$ cat config.mk
export PLATFORM = sky130hd
export DESIGN_NAME = stage_queue
export DESIGN_NICKNAME = d
export VERILOG_FILES = /design/src/rtl/qu_common.sv /design/src/rtl/lane_prefix_count.sv /design/src/rtl/stage_queue.sv
export SDC_FILE = /design/constraint.sdc
export NUM_CORES = 2
export LEC_CHECK = 0
export ABC_AREA = 1
export BUFFER_PORTS_ARGS = -buffer_cell sky130_fd_sc_hd__buf_2
export CELL_PAD_IN_SITES_DETAIL_PLACEMENT = 0
export CELL_PAD_IN_SITES_GLOBAL_PLACEMENT = 1
export CORE_UTILIZATION = 40
export DETAILED_ROUTE_END_ITERATION = 10
export PLACE_DENSITY_LB_ADDON = 0.1
export SYNTH_ARGS = -nofsm -noshare
export SYNTH_HDL_FRONTEND = slang
export SYNTH_SLANG_ARGS = --single-unit
$ cat constraint.sdc
create_clock -name clk -period 18.4 [get_ports clk]
set_input_delay 0.92 -clock clk [delete_from_list [all_inputs] [get_ports clk]]
set_output_delay 0.92 -clock clk [all_outputs]
set_load 0.01 [all_outputs]
$ cat src/rtl/qu_common.sv
// Shared lane constants and prefix-length helper for the inter-stage queues.
package qu_common;
  localparam int QU_FETCH_LANES  = 2;
  localparam int QU_DECODE_LANES = 2;
  localparam int QU_MAX_LANES    = 4;
  localparam int QU_LEN_W        = 3;

  // Number of consecutive 1s starting at bit 0.
  function automatic logic [QU_LEN_W-1:0] qu_prefix_len(input logic [QU_MAX_LANES-1:0] mask);
    logic [QU_LEN_W-1:0] n;
    logic                run;
    n   = '0;
    run = 1'b1;
    for (int i = 0; i < QU_MAX_LANES; i++) begin
      run = run & mask[i];
      if (run) n = n + QU_LEN_W'(1);
    end
    return n;
  endfunction
endpackage

$ cat src/rtl/lane_prefix_count.sv
// Length of the contiguous run of set bits from bit 0 of a lane mask.
module lane_prefix_count
  import qu_common::*;
#(
  parameter int W = 2
) (
  input  logic [W-1:0]          mask,
  output logic [QU_LEN_W-1:0]   len
);
  logic [QU_MAX_LANES-1:0] mask_ext;

  always_comb begin
    mask_ext         = '0;
    mask_ext[W-1:0]  = mask;
    len              = qu_prefix_len(mask_ext);
  end
endmodule

$ cat src/rtl/stage_queue.sv
// Multi-lane first-word-fall-through queue between front-end stages, flushable on branch.
// Optional occupancy statistics enabled by defining QU_STAGE_QUEUE_STATS_EN.
module stage_queue
  import qu_common::*;
#(
  parameter int ENTRY_WIDTH = 64,
  parameter int DEPTH       = 12,
  parameter int WR_LANES    = QU_FETCH_LANES,
  parameter int RD_LANES    = QU_DECODE_LANES
) (
  input  logic                            clk,
  input  logic                            rst,
  input  logic                            flush,
  input  logic [WR_LANES-1:0]             wr_valid,
  input  logic [WR_LANES*ENTRY_WIDTH-1:0] wr_data,
  output logic                            wr_ready,
  output logic [RD_LANES-1:0]             rd_valid,
  output logic [RD_LANES*ENTRY_WIDTH-1:0] rd_data,
  input  logic [RD_LANES-1:0]             rd_take,
  output logic [$clog2(DEPTH+1)-1:0]      count
`ifdef QU_STAGE_QUEUE_STATS_EN
  ,
  output logic [$clog2(DEPTH+1)-1:0]      peak_count,
  output logic [31:0]                     stall_cycles
`endif
);
  localparam int CW = $clog2(DEPTH+1);
  localparam int PW = (DEPTH > 1) ? $clog2(DEPTH) : 1;

  logic [PW-1:0]          head_q, head_d, tail_q, tail_d;
  logic [CW-1:0]          count_q, count_d;
  logic [ENTRY_WIDTH-1:0] mem_q [DEPTH];
  logic [ENTRY_WIDTH-1:0] mem_d [DEPTH];
  logic [QU_LEN_W-1:0]    wr_len, rd_len, n_wr, n_rd;

  // Wrap by subtraction so DEPTH need not be a power of two; k never exceeds DEPTH.
  function automatic logic [PW-1:0] ptr_add(input logic [PW-1:0] p, input int k);
    int s;
    s = int'(p) + k;
    if (s >= DEPTH) s = s - DEPTH;
    return PW'(s);
  endfunction

  lane_prefix_count #(.W(WR_LANES)) u_wr_len (.mask(wr_valid),           .len(wr_len));
  lane_prefix_count #(.W(RD_LANES)) u_rd_len (.mask(rd_take & rd_valid), .len(rd_len));

  // Space check uses registered occupancy only; same-cycle pops do not free room.
  assign wr_ready = (DEPTH - int'(count_q)) >= WR_LANES;
  assign count    = count_q;

  always_comb begin
    rd_valid = '0;
    rd_data  = '0;
    for (int i = 0; i < RD_LANES; i++) begin
      if (int'(count_q) > i) begin
        rd_valid[i]                          = 1'b1;
        rd_data[i*ENTRY_WIDTH +: ENTRY_WIDTH] = mem_q[ptr_add(head_q, i)];
      end
    end
  end

  always_comb begin
    head_d  = head_q;
    tail_d  = tail_q;
    count_d = count_q;
    mem_d   = mem_q;
    n_wr    = '0;
    n_rd    = '0;
    if (flush) begin
      head_d  = '0;
      tail_d  = '0;
      count_d = '0;
    end else begin
      n_wr = wr_ready ? wr_len : '0;
      n_rd = rd_len;
      for (int i = 0; i < WR_LANES; i++)
        if (i < int'(n_wr)) mem_d[ptr_add(tail_q, i)] = wr_data[i*ENTRY_WIDTH +: ENTRY_WIDTH];
      head_d  = ptr_add(head_q, int'(n_rd));
      tail_d  = ptr_add(tail_q, int'(n_wr));
      count_d = CW'(int'(count_q) + int'(n_wr) - int'(n_rd));
    end
  end

  always_ff @(posedge clk) begin
    if (rst) begin
      head_q  <= '0;
      tail_q  <= '0;
      count_q <= '0;
    end else begin
      head_q  <= head_d;
      tail_q  <= tail_d;
      count_q <= count_d;
    end
    mem_q <= mem_d;
  end

`ifdef QU_STAGE_QUEUE_STATS_EN
  logic [CW-1:0] peak_q, peak_d;
  logic [31:0]   stall_q, stall_d;

  always_comb begin
    peak_d  = (count_d > peak_q) ? count_d : peak_q;
    stall_d = stall_q;
    if (|wr_valid && !wr_ready && stall_q != '1) stall_d = stall_q + 32'd1;
  end

  // Flush leaves the statistics alone; only reset clears them.
  always_ff @(posedge clk) begin
    if (rst) begin
      peak_q  <= '0;
      stall_q <= '0;
    end else begin
      peak_q  <= peak_d;
      stall_q <= stall_d;
    end
  end

  assign peak_count   = peak_q;
  assign stall_cycles = stall_q;
`endif

`ifndef SYNTHESIS
  always_ff @(posedge clk) begin
    if (!rst) assert (int'(count_q) <= DEPTH);
  end
`endif
endmodule

* After elaboration in Yosys (flattened, before gate mapping)
Cells that the tools add are included.
** Cells by class
- $add $sub $neg :: 15
- Bitwise gates (word level) :: 7
- Order comparisons :: 17
- Reduce and logical (&&, ||, !) cells :: 3
- Multiplexer cells :: 36
** Operator list (count)
- $mux W768 :: 3
- $bwmux W768 :: 2
- $bmux W64 S4 :: 2
- $demux W64 S4 :: 2
- $mux W64 :: 8
- $mux W4 :: 12
- $sub A4 B4 Y4 const B :: 6
- $ge A5 B4 Y1 const B :: 4
- $ge A5 B5 Y1 const B :: 4
- $not A4 Y5 :: 4
- $add A4 B1 Y5 const B :: 2
- $add A4 B3 Y5 :: 2
- $lt A5 B1 Y1 const B :: 2
- $mux W3 :: 3
- $ge A4 B4 Y1 const B :: 2
- $gt A4 B1 Y1 const B :: 2
- $add A3 B1 Y3 const B :: 2
- $lt A1 B3 Y1 const A :: 2
- $ge A5 B3 Y1 const B :: 1
- $sub A4 B4 Y5 const A :: 1
- $add A4 B3 Y4 :: 1
- $mux W1 :: 4
- $sub A4 B3 Y4 :: 1
- $and A1 B1 Y1 :: 2
- 3 further kinds :: 4
** Storage, ports and cells
- Input port bits :: 135
- Word-level logic and storage cells :: 93
- Bits in registers :: 780
- Output and inout port bits :: 135

* Depth between registers and ports, before layout
- Word-level depth :: 17
- Gate-level depth with buffers :: 24
- Gate-level depth less buffers :: 24

* By module
From an unflattened synthesis, not the netlist that was laid out.
** Second synthesis, totals
- Cells, all modules :: 12092
- Area total of the unflattened synthesis :: 73680.7 µm²
** By module, submodules not included
- stage_queue :: cells an instance 12080, times used 1, area an instance 73623.1 µm², seq. area each 23302.3 µm²
- lane_prefix_count :: cells an instance 6, times used 2, area an instance 28.8 µm², seq. area each 0.0 µm²

* Least setup slack after synthesis
No wires, ideal clock.
- Path type :: input-to-reg
- From :: input port flush
- To :: register mem_q[0] in the netlist's numbering (enable)
- Setup time :: 1106 ps
- Required time :: 17294 ps
- Arrival :: 15684 ps
- Slack :: 1610 ps
- Path buffers :: 0
- Stages on the path :: 1
- Cell sequence :: inv_1
** RTL lines
- start, declared :: RTL line stage_queue.sv:13 : input logic flush,
- end signal, assigned :: RTL line stage_queue.sv:94 : mem_q <= mem_d;
- end, declared :: RTL line stage_queue.sv:32 : logic [ENTRY_WIDTH-1:0] mem_q [DEPTH];
No word-level cell between the ends.

* Worst setup path after layout
- From :: register head_q[0]
- To :: output port rd_data[107]
** On the way
- Word-level cells in the longest chain between the ends :: 9
- Elaborated cells on any way between the ends :: 10
- Classes of those cells :: add/sub: 2; order compare: 1; mux: 6; bitwise: 1
** Ends and longest elaborated chain
- start, declared :: RTL line stage_queue.sv:30 : logic [PW-1:0] head_q, head_d, tail_q, tail_d;
- start signal, assigned :: RTL line stage_queue.sv:86 : head_q <= '0;
- start signal, assigned :: RTL line stage_queue.sv:90 : head_q <= head_d;
- $add A4 B1 Y5 (*) :: RTL line stage_queue.sv:39 : s = int'(p) + k;
- $sub A4 B4 Y4 or $ge A5 B4 Y1 (tied branches) :: RTL line stage_queue.sv:40 : if (s >= DEPTH) s = s - DEPTH;
- $mux W4 (*) :: RTL line stage_queue.sv:40
- $mux W4 (*) :: RTL line stage_queue.sv:55 : if (int'(count_q) > i) begin
- $not A4 Y5 (not written as such) (*) :: RTL line stage_queue.sv:57 : rd_data[i*ENTRY_WIDTH +: ENTRY_WIDTH] = mem_q[ptr_add(head_q, i)];
- $bmux W64 S4 (*) :: RTL line stage_queue.sv:57
- $mux W64 (not written as such) (*) (2 in a row) :: RTL line stage_queue.sv:57
- $mux W64 (*) :: RTL line stage_queue.sv:55
- end, declared :: RTL line stage_queue.sv:18 : output logic [RD_LANES*ENTRY_WIDTH-1:0] rd_data,
Every way passes the cells marked *; elsewhere a longest branch is shown, timed or not. The select of a mux whose other input is x is not followed.

==> Flow_metrics.wiki <==
{| class="wikitable"
! Metric !! Value
|-
| Clock Latency Late Sink || ~730 ps
|-
| Final RePlAce weighted congestion || around 0.84
|-
| Cell Area, Placed || ~0.058 mm^2
|-
| Sequential share of power || 32.4%
|-
| Non-filler instance count after layout || between 9000 and 10000
|-
| YS warnings || 0
|-
| Initial antenna violation count || 24
|-
| Worst-path clk slew || ~60 ps
|-
| Buffer count from post-CTS setup fixing || 0
|-
| Remaining number of nets flagged by the antenna check after routing || 0
|-
| Worst-case hold slack || about 530 ps
|-
| Highest attainable clock frequency || 149 MHz
|-
| Gates resized, CTS repair || 0
|-
| Maximum number of pins on one net before global-route repair || about 180
|-
| Mapped Cells || roughly 8100
|-
| Slowest Stage Delay on Critical Path || between 900 and 1000 ps
|-
| Origin of the critical flop-to-flop path || count[1]
|-
| Most common flop cell mapped by yosys || edfxtp_1
|-
| Clock network power share || about 27%
|-
| Die span in y || about 380 um
|-
| DRC violation count after routing || 0
|-
| Leading cell types in the layout, fill and taps excluded || 1891 x nand2_1, 1652 x o21ai_0, 1021 x nor2_1, 768 x edfxtp_1, 715 x a21oi_1
|-
| Worst slew pin tran || 1290 ps
|-
| Hold worst-path end || mem_q[456]
|-
| Fraction of layout cells with a size suffix above 1 || under 10%
|-
| Min Clock Period, post-route || between 6000 and 7000 ps
|-
| Final period utilization || around 36%
|-
| Leading cell type in the layout, fill and taps excluded || nand2_1
|-
| Post-route core utilization || 43.9%
|-
| Type of the worst min-delay path || primary input to register
|-
| Die Outline Area || between 0.1 and 0.15 mm^2
|-
| Net load switching power || 2.99 mW
|-
| Clock tree root driver cell || clkbuf_16
|-
| Number of setup violations in the final report || 0
|-
| # clock sinks || roughly 800
|-
| CTS tree || yes
|-
| Setup repair after global routing missed its margin || no
|-
| Worst setup timing slack at the placement stage || 12640 ps
|-
| Number of violations reported at the end of detailed-routing iteration 0 || between 8000 and 9000
|-
| Total routing resource utilization after global routing || between 30% and 40%
|-
| Final count of pins violating max slew || 0
|-
| Fill cell instance count of the final layout || around 14000
|-
| Die width || ~380 um
|-
| Flops & latches, synth || 780
|-
| Internal power summed over all cells || 4.06 mW
|-
| Worst setup EP type || output pin
|-
| Port Buf Inserts || between 200 and 300
|-
| Detail-routed via count per cell || between 5 and 6
|-
| Arrival time reported for the critical path endpoint || ~5800 ps
|-
| Final layout net count || 8035
|-
| Max capacitance violation total || 0
|-
| Hold Startpoint || wr_data[72]
|-
| VDD IR max || ~0.15 mV
|-
| Placed Cells incl. Taps || ~9600
|-
| Initial Utilization || 40.3%
|-
| Unique cell type count in the Yosys netlist || 36
|-
| Outcome || finished, final reports clean
|-
| Number of levels in the clock H-tree || 3
|-
| Total non-filler cell area in the finished layout || between 0.06 and 0.07 mm^2
|-
| Part of the total power dissipated in combinational logic || approximately 40%
|-
| Post-detailed-placement half-perimeter wirelength || around 140000 um
|-
| Router iterations before antenna repair || 6
|-
| Setup Skew || 23.2 ps
|-
| Switching share of total power || between 40 and 50%
|-
| Cell count of the worst reg-to-reg path || 16
|-
| Crit-path cells || ha_1 -> xor2_1 -> ha_1 -> nand2_1 -> nand2_1 -> inv_1 -> or2_2 -> buf_4 -> nand2_4 -> buf_4 -> a21oi_1 -> a21oi_1 -> buf_2
|-
| Final wirelength || about 250000 um
|-
| Crit path max fanout || 91
|-
| Placement Rows || about 140
|-
| Required time at the endpoint of the critical path || around 17000 ps
|-
| Grt ovf || 0
|-
| Number of placed I/O pins || 270
|-
| End of the worst register-to-register path || mem_q[220]
|-
| Worst hold path cell count || 3
|-
| PnR worst setup slack || roughly 12000 ps
|-
| Total design power || 7.05 mW
|-
| Share of the yosys chip area belonging to registers || approximately two fifths
|-
| Slowest stage cell, crit path || nand2_4
|-
| P per Cell Area || between 100 and 150 mW/mm^2
|-
| Async set or reset register ratio after synthesis || 0%
|-
| Number of buffers inserted by hold repair at cts || 0
|-
| Post-synth EDFFs || 768
|-
| Setup slack on the worst flop-to-flop path || 13330 ps
|-
| Accumulated negative setup slack || 0 ps
|-
| Core footprint || between 0.1 and 0.15 mm^2
|-
| Summed instance area of the synthesized netlist || 0.0561 mm^2
|-
| Setup Crit Path Kind || register to output pin
|-
| Net count after synthesis || between 8000 and 9000
|-
| Mean Syn Cell Area || a little under 7 um^2
|-
| Overall via count from detail_route || roughly 59000
|-
| Vias in the first global route || approximately 52000
|-
| Max_slew headroom || 14.2%
|-
| Final hold violations || 0
|-
| Per-cell routed wire length || around 26 um
|-
| Synth-to-layout area growth || 8.97%
|-
| Critical path launch point type || register
|-
| First-pass GRT wire length || approximately 360000 um
|-
| Max Buffers Root-to-Sink || 3
|-
| Number of buffers inserted during clock tree synthesis || about 100
|-
| Leakage power || about 25 nW
|}
-- cell families (layout without fill, tap and decap cells) --
logic type | Yosys count | after routing | synth area share (%)
AO/OA/AOI/OAI | 2806 | 2806 | 26.8
other | 0 | 10 | 0
buffers and inverters | 1294 | 1152 | 9.07
flip-flops | 780 | 780 | 41.5
AND/OR/NAND/NOR | 3177 | 3177 | 21.9
XOR/XNOR | 6 | 6 | 0.0937
adder cells (fa/ha/maj) | 28 | 28 | 0.665
-- power groups by stage --
stage	Clock, mW	Combinational [mW]	Sequential, mW
5_1_grt	2.00	3.07	2.30
2_1_floorplan	0	1.66	2.33
3_3_place_gp	0	2.77	2.31
3_5_place_dp	0	2.78	2.32
6_report	1.93	2.83	2.29
4_1_cts	1.94	2.79	2.28
-- metal layers --
metal | vias to the layer above | part of all wire [%] | track usage [%]
li1 | 26998 | - | -
met1 | 27922 | 42 | 49.1
met2 | 3314 | 44 | 53.8
met3 | 484 | 10 | 4.92
met4 | 10 | 3.7 | 12.9
met5 | - | 0.026 | 0
-- Yosys cell counts, types with 4 or more instances --
master,n,area share (%)
nand2_1,1910,13
o21ai_0,1652,15
nor2_1,1029,6.9
edfxtp_1,768,41
a21oi_1,715,6.4
inv_1,589,3.9
clkbuf_1,466,3.1
buf_2,147,1.3
o211ai_1,118,1.6
nand3_1,117,1.0
o21ai_1,87,0.78
nor3_1,86,0.77
o22ai_1,71,0.79
a32o_1,68,1.2
buf_1,64,0.43
a22oi_1,41,0.55
o21a_1,41,0.55
ha_1,25,0.56
nand4_1,23,0.26
inv_2,14,0.094
buf_4,13,0.17
dfxtp_1,12,0.43
a211oi_1,5,0.067
nor2_2,5,0.056
xor2_1,5,0.078
o221ai_1,4,0.062
-- critical path: cells and delay by family, from the launching register on --
family | cells | cell delay, ps
flops | 1 | 710
fa+ha+maj | 2 | 500
simple gates | 4 | 1350
compound gates | 2 | 610
xor+xnor | 1 | 300
buf+inv | 4 | 1510
-- worst max-delay path by stage --
stage          depth (start not counted)      endpoint  startpoint  slack (ps)
3_5_place_dp                          13  rd_data[107]   head_q[0]       12640
3_3_place_gp                          13  rd_data[107]   head_q[0]       12700
6_report                              13  rd_data[107]   head_q[0]       11700
4_1_cts                               13  rd_data[107]   head_q[0]       11840
5_1_grt                               13  rd_data[107]   head_q[0]       11560
2_1_floorplan                          1      mem_q[0]       flush        1610
-- sequential cells by signal, indices dropped and copies added (netlist names) --
name and count:
head_q 4, count 4, tail_q 4, mem_q 768
-- cell type report --
type	count	area, um^2	area share (%)
timing repair buffer	368	2150	3.52
antenna	10	25.0	0.0409
inverter	604	2300	3.76
clock buffer	129	2700	4.41
sequential	780	23300	38.1
multi-input combinational	6017	28000	45.8
tap	1876	2350	3.84
clock inverter	51	313	0.512
Note: power is estimated with default switching activity, not from simulation.
